<file path="config.mk">
export PLATFORM = sky130hd
export DESIGN_NAME = pkt_grant_lock_mux_flat
export DESIGN_NICKNAME = d
export VERILOG_FILES = /design/src/rtl/pkt_grant_lock_mux_pkg.sv /design/src/rtl/pkt_grant_lock_mux_if.sv /design/src/rtl/pkt_grant_lock_mux_arbiter.sv /design/src/rtl/pkt_grant_lock_mux.sv /design/src/flat_wrapper.sv
export SDC_FILE = /design/constraint.sdc
export NUM_CORES = 1
export LEC_CHECK = 0
export ABC_AREA = 1
export BUFFER_PORTS_ARGS = -buffer_cell sky130_fd_sc_hd__buf_4
export CORE_MARGIN = 2
export CORE_UTILIZATION = 31
export DETAILED_ROUTE_END_ITERATION = 6
export PLACE_DENSITY_LB_ADDON = 0.15
export SETUP_SLACK_MARGIN = 0.2
export SLEW_MARGIN = 10
export SYNTH_ARGS = -nofsm -noshare
export SYNTH_HDL_FRONTEND = slang
export SYNTH_SLANG_ARGS = --single-unit
</file>
<file path="constraint.sdc">
create_clock -name clk -period 1.3 [get_ports clk]
set_clock_uncertainty 0.15 [all_clocks]
set_input_delay 0.195 -clock clk [delete_from_list [all_inputs] [get_ports clk]]
set_output_delay 0.195 -clock clk [all_outputs]
set_load 0.01 [all_outputs]
</file>
<file path="src/rtl/pkt_grant_lock_mux_pkg.sv">
// arb_pkg: shared types, defaults and the grant-encoding helper for the packet-lock mux.
package arb_pkg;
   localparam int NUM_REQ_DEF = 4;
   localparam int DATA_W_DEF = 32;
   typedef enum logic {IDLE, LOCKED} state_t;
   function automatic int onehot_to_idx(input logic [31:0] oh);
      int idx;
      idx = 0;
      for (int i = 0; i < 32; i++) if (oh[i]) idx = i;
      return idx;
   endfunction
endpackage

</file>
<file path="src/rtl/pkt_grant_lock_mux_if.sv">
// pkt_grant_lock_mux_if: requester-side and output-side stream signals of the packet mux.
interface pkt_grant_lock_mux_if import arb_pkg::*; #(
   parameter int NUM_REQ = NUM_REQ_DEF,
   parameter int DATA_W = DATA_W_DEF,
   parameter int SRC_W = (NUM_REQ > 1) ? $clog2(NUM_REQ) : 1
);
   logic [NUM_REQ-1:0] in_valid;
   logic [NUM_REQ*DATA_W-1:0] in_data;
   logic [NUM_REQ-1:0] in_last;
   logic [NUM_REQ-1:0] in_ready;
   logic out_valid;
   logic [DATA_W-1:0] out_data;
   logic out_last;
   logic out_ready;
   logic [SRC_W-1:0] out_src;
   logic busy;
   modport master (
      output in_valid, in_data, in_last, out_ready,
      input in_ready, out_valid, out_data, out_last, out_src, busy
   );
   modport slave (
      input in_valid, in_data, in_last, out_ready,
      output in_ready, out_valid, out_data, out_last, out_src, busy
   );
endinterface

</file>
<file path="src/rtl/pkt_grant_lock_mux_arbiter.sv">
// fixed_priority_arbiter: combinational one-hot grant, bit 0 has highest priority.
module fixed_priority_arbiter #(
   parameter int arbi_width = 4
) (
   input logic [arbi_width-1:0] req,
   output logic [arbi_width-1:0] grant
);
   assign grant = req & (~req + arbi_width'(1));
endmodule

</file>
<file path="src/rtl/pkt_grant_lock_mux.sv">
// pkt_grant_lock_mux: locks the arbiter's winner for a whole packet and muxes its stream out.
module pkt_grant_lock_mux import arb_pkg::*; #(
   parameter int NUM_REQ = NUM_REQ_DEF,
   parameter int DATA_W = DATA_W_DEF,
   parameter int SRC_W = (NUM_REQ > 1) ? $clog2(NUM_REQ) : 1
) (
   input logic clk,
   input logic rst_n,
   pkt_grant_lock_mux_if.slave bus
);
   state_t state_q, state_d;
   logic [NUM_REQ-1:0] grant, grant_q;
   logic [SRC_W-1:0] src_q;
   logic [DATA_W-1:0] lanes [NUM_REQ];
   logic locked, xfer_last;
   fixed_priority_arbiter #(.arbi_width(NUM_REQ)) u_arb (.req(bus.in_valid), .grant(grant));
   for (genvar g = 0; g < NUM_REQ; g++) begin : g_lane
      assign lanes[g] = bus.in_data[g*DATA_W +: DATA_W];
   end
   always_ff @(posedge clk or negedge rst_n) begin
      if (!rst_n) begin
         state_q <= IDLE;
         grant_q <= '0;
         src_q <= '0;
      end else begin
         state_q <= state_d;
         if (state_q == IDLE && |bus.in_valid) begin
            grant_q <= grant;
            src_q <= SRC_W'(onehot_to_idx(32'(grant)));
         end else if (xfer_last) begin
            grant_q <= '0;
         end
      end
   end
   // Release only after the last beat is accepted; the release edge never re-samples requests.
   always_comb state_d = (state_q == IDLE) ? ((|bus.in_valid) ? LOCKED : IDLE) : (xfer_last ? IDLE : LOCKED);
   always_comb begin
      locked = state_q == LOCKED;
      bus.out_valid = locked & bus.in_valid[src_q];
      bus.out_last = locked & bus.in_last[src_q];
      bus.out_data = locked ? lanes[src_q] : '0;
      bus.in_ready = (locked & bus.out_ready) ? grant_q : '0;
      bus.out_src = src_q;
      bus.busy = locked;
      xfer_last = bus.out_valid & bus.out_ready & bus.out_last;
   end
endmodule

</file>
<file path="src/flat_wrapper.sv">
// flat-port wrapper written by rule: the top's interface ports become plain ports
module pkt_grant_lock_mux_flat import arb_pkg::*;
#(
   parameter int NUM_REQ = NUM_REQ_DEF,
   parameter int DATA_W = DATA_W_DEF,
   parameter int SRC_W = (NUM_REQ > 1) ? $clog2(NUM_REQ) : 1
)
  (clk, rst_n, bus_in_valid, bus_in_data, bus_in_last, bus_out_ready, bus_in_ready, bus_out_valid, bus_out_data, bus_out_last, bus_out_src, bus_busy);
  pkt_grant_lock_mux_if #(.NUM_REQ(NUM_REQ), .DATA_W(DATA_W), .SRC_W(SRC_W)) bus_i ();
  input logic clk;
  input logic rst_n;
  input wire logic [$bits(bus_i.in_valid)-1:0] bus_in_valid;
  input wire logic [$bits(bus_i.in_data)-1:0] bus_in_data;
  input wire logic [$bits(bus_i.in_last)-1:0] bus_in_last;
  input wire logic [$bits(bus_i.out_ready)-1:0] bus_out_ready;
  output wire logic [$bits(bus_i.in_ready)-1:0] bus_in_ready;
  output wire logic [$bits(bus_i.out_valid)-1:0] bus_out_valid;
  output wire logic [$bits(bus_i.out_data)-1:0] bus_out_data;
  output wire logic [$bits(bus_i.out_last)-1:0] bus_out_last;
  output wire logic [$bits(bus_i.out_src)-1:0] bus_out_src;
  output wire logic [$bits(bus_i.busy)-1:0] bus_busy;
  assign bus_i.in_valid = bus_in_valid;
  assign bus_i.in_data = bus_in_data;
  assign bus_i.in_last = bus_in_last;
  assign bus_i.out_ready = bus_out_ready;
  assign bus_in_ready = bus_i.in_ready;
  assign bus_out_valid = bus_i.out_valid;
  assign bus_out_data = bus_i.out_data;
  assign bus_out_last = bus_i.out_last;
  assign bus_out_src = bus_i.out_src;
  assign bus_busy = bus_i.busy;
  pkt_grant_lock_mux #(.NUM_REQ(NUM_REQ), .DATA_W(DATA_W), .SRC_W(SRC_W)) u_core (.clk(clk), .rst_n(rst_n), .bus(bus_i));
endmodule
</file>
==> impl_metrics.yaml, run 1 <==
synthesis:
  synthTopCellsByCount: "135 x nor2_1, 38 x o21ai_0, 33 x a21oi_1"
  yosys_warnings: 0
  syn_area_mm2: 0.00159
  synth.area.top_cells: "nor2_1 32%, o21ai_0 12%, dfrtp_1 11%"
  ys_seq_area_frac: 0.110
  avgSynthCellArea_um2: 5.10
  synth_top_cell_by_area: "nor2_1"
  yosysMostFrequentCell: "nor2_1"
  async_reset_ff_frac: 1.00
  ys_ff_latch: 7
  synth-main-ff-cell: "dfrtp_1"
  synthDistinctLibCells: 22
  yosysTopAreaCellShare: 0.319
  syn-num-nets: 450
  synth-edff-count: 0
  synthCells: 311
final_layout:
  drive_gt1_frac: 0.553
  area_growth_pct: 121
  fin_nets: 637
  n_antenna_cell: 0
  finalNonFillerCells: 567
sta:
  period_needed_ns: 1.86
  worst_pin_slew_ns: 0.211
  maxSlewHeadroom: 0.859
  fin_ws_ns: -0.555
  rsz0062_at_grt: "yes"
  drv_slew: 0
  whs_ns: 0.0539
  fmax_mhz: 539
  hold_viol: 0
  period_share: 1.43
  setup_tns_ns: -19.88
  setup_viol: 45
pwr:
  leakagePower_uw: 0.00172
  power.density_mw_per_mm2: 2100
  p_int_uw: 3860
  ir_drop_mv: 1.44
  switchingPower_uw: 3510
  p_seq_frac: 0.063
  combPwrFrac: 0.894
  pwr-share-clk: 0.042
  p_sw_frac: 0.476
critical_path:
  path_max_fanout: 15
  required_ns: 0.95
  rr_startpoint: "u_core.bus.out_src[0]$_DFFE_PN0P_"
  start_kind: "register"
  critPathKind: "reg -> out"
  endpoint: "bus_out_valid"
  r2r_cells: 7
  worstReg2RegEnd: "u_core.grant_q[3]$_DFFE_PN0P_"
  worstPathArrival_ns: 1.51
  crit_start: "u_core.bus.out_src[0]$_DFFE_PN0P_"
  r2r_slack_ns: -0.39
  endpoint_kind: "output port"
clocking:
  clockBufferDepth: 2
  clkLatencyLatePin_ns: 0.23
  cts_tree: "built"
  numCtsBuffers: 3
  clock-sinks: 7
  htree_num_levels: 1
  clk_pin_slew_ns: 0.04
  clockRootBuffer: "clkbuf_8"
routing:
  vias: 2744
  wirelength_mm: 7.64
  routed_via_density: 4.84
  detail_route.first_pass.iterations: 4
  drc: 0
  first_iter_violations: 61
  final_antenna_net_count: 0
  wl_per_cell_um: 13.5
global_routing:
  grt_first_pass_wirelength_mm: 10.2
  antenna_found_initial: 0
  grt_usage: 0.223
  first_global_vias: 2411
  grt_max_degree: 40
  grt_remaining_overflow: 0
min_path:
  hold_path.class: "in -> reg"
run_status:
  violations: "negative setup slack"
  status: "finished, violations left"
place:
  dp_hpwl_mm: 5.45
  finalWeightedCongestion: 0.774
  dp.cells: 555
  port_buffers: 179
run:
  max_cap_viol_count: 0
floorplan:
  io_pins: 180
  die-area_mm2: 0.00571
  die_h_um: 75.5
  start_util: 0.317
  fp.dieW_um: 75.5
  fp-row-count: 26
  core_mm2: 0.00501
cell families after synthesis:
group / share of synthesized area
compound gates: 0.321
buf+inv: 0.149
flops: 0.110
simple gates: 0.420
what timing repair did:
action	in CTS	in global routing
pin swaps	3	2
gates cloned	1	3
setup buffers	1	2
resized for setup	19	23
endpoints found under the setup margin	48	48
hold buffers	1	0
endpoints found under the hold margin	7	0
metrics by stage:
| step | utilization | cell area, µm² | power, µW | setup slack (ns) |
|---|---|---|---|---|
| 2_1_floorplan | - | 1760 | 4110 | -0.206 |
| 3_3_place_gp | 0.638 | 3200 | 6230 | -0.224 |
| 3_5_place_dp | 0.638 | 3200 | 6290 | -0.236 |
| 4_1_cts | 0.668 | 3350 | 6930 | -0.483 |
| 5_1_grt | 0.700 | 3510 | 7960 | -0.599 |
| 6_report | 0.700 | 3510 | 7370 | -0.555 |
power groups by stage:
stage               Clock (µW)  Combinational [µW]  Sequential (µW)
finish                     312                6590              468
global route               331                7140              486
CTS                        317                6180              425
detailed placement           0                5870              415
global placement             0                5810              414
floorplan                    0                3720              389
worst min-delay path by stage:
stage	depth (start not counted)	slack, ns	startpoint	end
after floorplan	0	-0.25	rst_n	u_core.bus.busy$_DFF_PN0_
after global placement	1	-0.14	rst_n	u_core.bus.out_src[1]$_DFFE_PN0P_
after detailed placement	1	-0.14	rst_n	u_core.bus.out_src[1]$_DFFE_PN0P_
after CTS	3	0.05	bus_in_valid[0]	u_core.grant_q[0]$_DFFE_PN0P_
after global routing	3	0.07	bus_in_valid[0]	u_core.grant_q[0]$_DFFE_PN0P_
final	3	0.05	bus_in_valid[0]	u_core.grant_q[0]$_DFFE_PN0P_
layout make-up:
class                      instances  area (µm²)
timing repair buffer             207        1760
fill                             440        1500
multi-input combinational        268        1380
sequential                         7         181
tap                               70        87.6
inverter                          11        53.8
clock buffer                       4        45.0
worst max-delay path, stage by stage (launching register included):
cell       delay, ns
dfrtp_4         0.57
clkbuf_16       0.22
nor2_1          0.15
nor2_2          0.08
nor2_4          0.13
buf_4           0.13
state kept, by name (all words and copies together) (netlist names):
signal and flops:
u_core.bus.out_src 2, u_core.bus.busy 1, u_core.grant_q 4
metal layers:
| layer | up-vias | global-route usage | wire length (µm) | part of all wire |
|---|---|---|---|---|
| li1 | 1388 | - | - | - |
| met4 | 0 | 0.0565 | 99 | 0.013 |
| met2 | 107 | 0.433 | 4060 | 0.53 |
| met5 | - | 0 | 0 | 0 |
| met1 | 1238 | 0.247 | 2870 | 0.38 |
| met3 | 11 | 0.0397 | 605 | 0.079 |
cells in the final DEF, fill, tap and decap left out, drive strengths merged:
cell type / count
o21ai: 65
o211ai: 2
dlygate4sd3: 1
buf: 203
nand2: 23
a21oi: 33
nor2: 136
nand3: 8
inv: 10
nand4: 1
dfrtp: 7
clkinv: 1
clkbuf: 7
(Power assumes the default switching activity.)
==> run 2, diff against run 1 <==
- PLACE_DENSITY: not set -> 0.86
- PLACE_DENSITY_LB_ADDON: 0.15 -> not set
- clock period: 1.3 -> 1.6 ns (I/O delays scaled with it)
==> impl_metrics.yaml, run 2 (synthesized netlist as in run 1, its figures left out) <==
run_status:
  status: "finished, violations left"
  violations: "negative setup slack"
routing:
  routed_via_density: 5.06
  wirelength_mm: 8.70
  detail_route.first_pass.iterations: 4
  vias: 2876
  drc: 0
  final_antenna_net_count: 0
  first_iter_violations: 103
  wl_per_cell_um: 15.3
clocking:
  clockBufferDepth: 2
  htree_num_levels: 1
  numCtsBuffers: 3
  clk_pin_slew_ns: 0.04
  clkLatencyLatePin_ns: 0.23
  cts_tree: "built"
  clock-sinks: 7
  clockRootBuffer: "clkbuf_8"
global_routing:
  grt_usage: 0.264
  grt_remaining_overflow: 0
  antenna_found_initial: 0
  grt_max_degree: 36
  grt_first_pass_wirelength_mm: 11.8
  first_global_vias: 2569
min_path:
  min_from: "bus_in_valid[0]"
  hold_path.class: "in -> reg"
  hold_path_end: "u_core.grant_q[0]$_DFFE_PN0P_"
  hold_path_depth: 3
place:
  dp_hpwl_mm: 5.89
  finalWeightedCongestion: 0.874
  place_area_mm2: 0.00316
  port_buffers: 179
  dp.cells: 548
floorplan:
  core_mm2: 0.00501
  fp.dieW_um: 75.5
  start_util: 0.317
  fp-row-count: 26
  io_pins: 180
  die_h_um: 75.5
  die-area_mm2: 0.00571
critical_path:
  required_ns: 1.21
  r2r_slack_ns: -0.12
  path_max_fanout: 17
  start_kind: "register"
  worstPathArrival_ns: 1.47
  worstReg2RegEnd: "u_core.bus.busy$_DFF_PN0_"
  critPathKind: "reg -> out"
  endpoint_kind: "output port"
  r2r_cells: 11
  rr_startpoint: "u_core.bus.out_src[0]$_DFFE_PN0P_"
sta:
  period_share: 1.16
  period_needed_ns: 1.86
  hold_viol: 0
  setup_tns_ns: -8.11
  drv_slew: 0
  fin_ws_ns: -0.263
  maxSlewHeadroom: 0.839
  fmax_mhz: 537
  worst_pin_slew_ns: 0.241
  rsz0062_at_grt: "yes"
  setup_viol: 39
final_layout:
  mostFrequentLayoutCell: "buf_4"
  area_growth_pct: 134
  stdcell_area_mm2: 0.00371
  post-route-util: 0.741
  nFillCells: 399
  top_register: "u_core.grant_q"
  mostFrequentLayoutCells: "185 x buf_4, 99 x nor2_1, 59 x o21ai_1"
  largest_register_ff_count: 4
  finalNonFillerCells: 568
  fin_nets: 638
  drive_gt1_frac: 0.608
  n_antenna_cell: 0
pwr:
  ir_drop_mv: 1.16
  power.density_mw_per_mm2: 1790
  leakagePower_uw: 0.00178
run:
  max_cap_viol_count: 0
-- run 2: report_power, final --
group,internal (µW),switching (µW)
Clock,173,82.7
Sequential,259,84.1
Combinational,3030,3000
Total,3460,3170
-- run 2: how the worst max path moves through the flow --
stage	depth (start not counted)	slack, ns	start	end
5_1_grt	7	-0.32	u_core.bus.out_src[0]$_DFFE_PN0P_	bus_out_data[19]
3_5_place_dp	6	0.001	u_core.bus.out_src[0]$_DFFE_PN0P_	bus_out_data[17]
2_1_floorplan	7	0.05	u_core.bus.out_src[0]$_DFFE_PN0P_	bus_out_data[10]
6_report	7	-0.26	u_core.bus.out_src[0]$_DFFE_PN0P_	bus_out_data[19]
3_3_place_gp	6	0.03	u_core.bus.out_src[0]$_DFFE_PN0P_	bus_out_data[14]
4_1_cts	7	-0.24	u_core.bus.out_src[0]$_DFFE_PN0P_	bus_out_data[20]
-- run 2: through the flow --
stage | worst slack, ns | hold slack, ns | power [µW]
after CTS | -0.239 | 0.0977 | 5980
after floorplan | 0.0494 | -0.206 | 3290
final | -0.263 | 0.101 | 6630
after global routing | -0.318 | 0.120 | 7090
after global placement | 0.0287 | -0.0938 | 4980
after detailed placement | 0.00106 | -0.0912 | 5090
-- run 2: repair_timing --
item | 4_1_cts | 5_1_grt
cloned | 4 | 5
hold buffers | 1 | 0
setup buffers | 4 | 2
pin swaps | 5 | 14
hold endpoints to repair | 7 | 0
resized for setup | 43 | 36
setup endpoints to repair | 44 | 46
-- run 2: per-layer routing --
| metal | vias up | part of all wire | GRT usage |
|---|---|---|---|
| li1 | 1394 | - | - |
| met1 | 1288 | 0.36 | 0.290 |
| met2 | 170 | 0.51 | 0.509 |
| met3 | 24 | 0.10 | 0.0463 |
| met4 | 0 | 0.030 | 0.0819 |
| met5 | - | 0 | 0 |
-- run 2: worst max-delay path, stage by stage, from the launching register on --
cell and delay, ns:
dfrtp_2 0.42, buf_6 0.14, clkbuf_16 0.17, nor2_1 0.10
nor2_1 0.05, o21ai_1 0.12, a21oi_2 0.08, buf_4 0.14
-- run 2: area by class of cell --
class	count	area [µm²]	area share
clock buffers	4	45.0	0.0121
inverters	11	57.6	0.0155
multi-input cells	268	1490	0.402
flip-flops and latches	7	179	0.0482
well taps	70	87.6	0.0236
repair buffers	208	1850	0.499
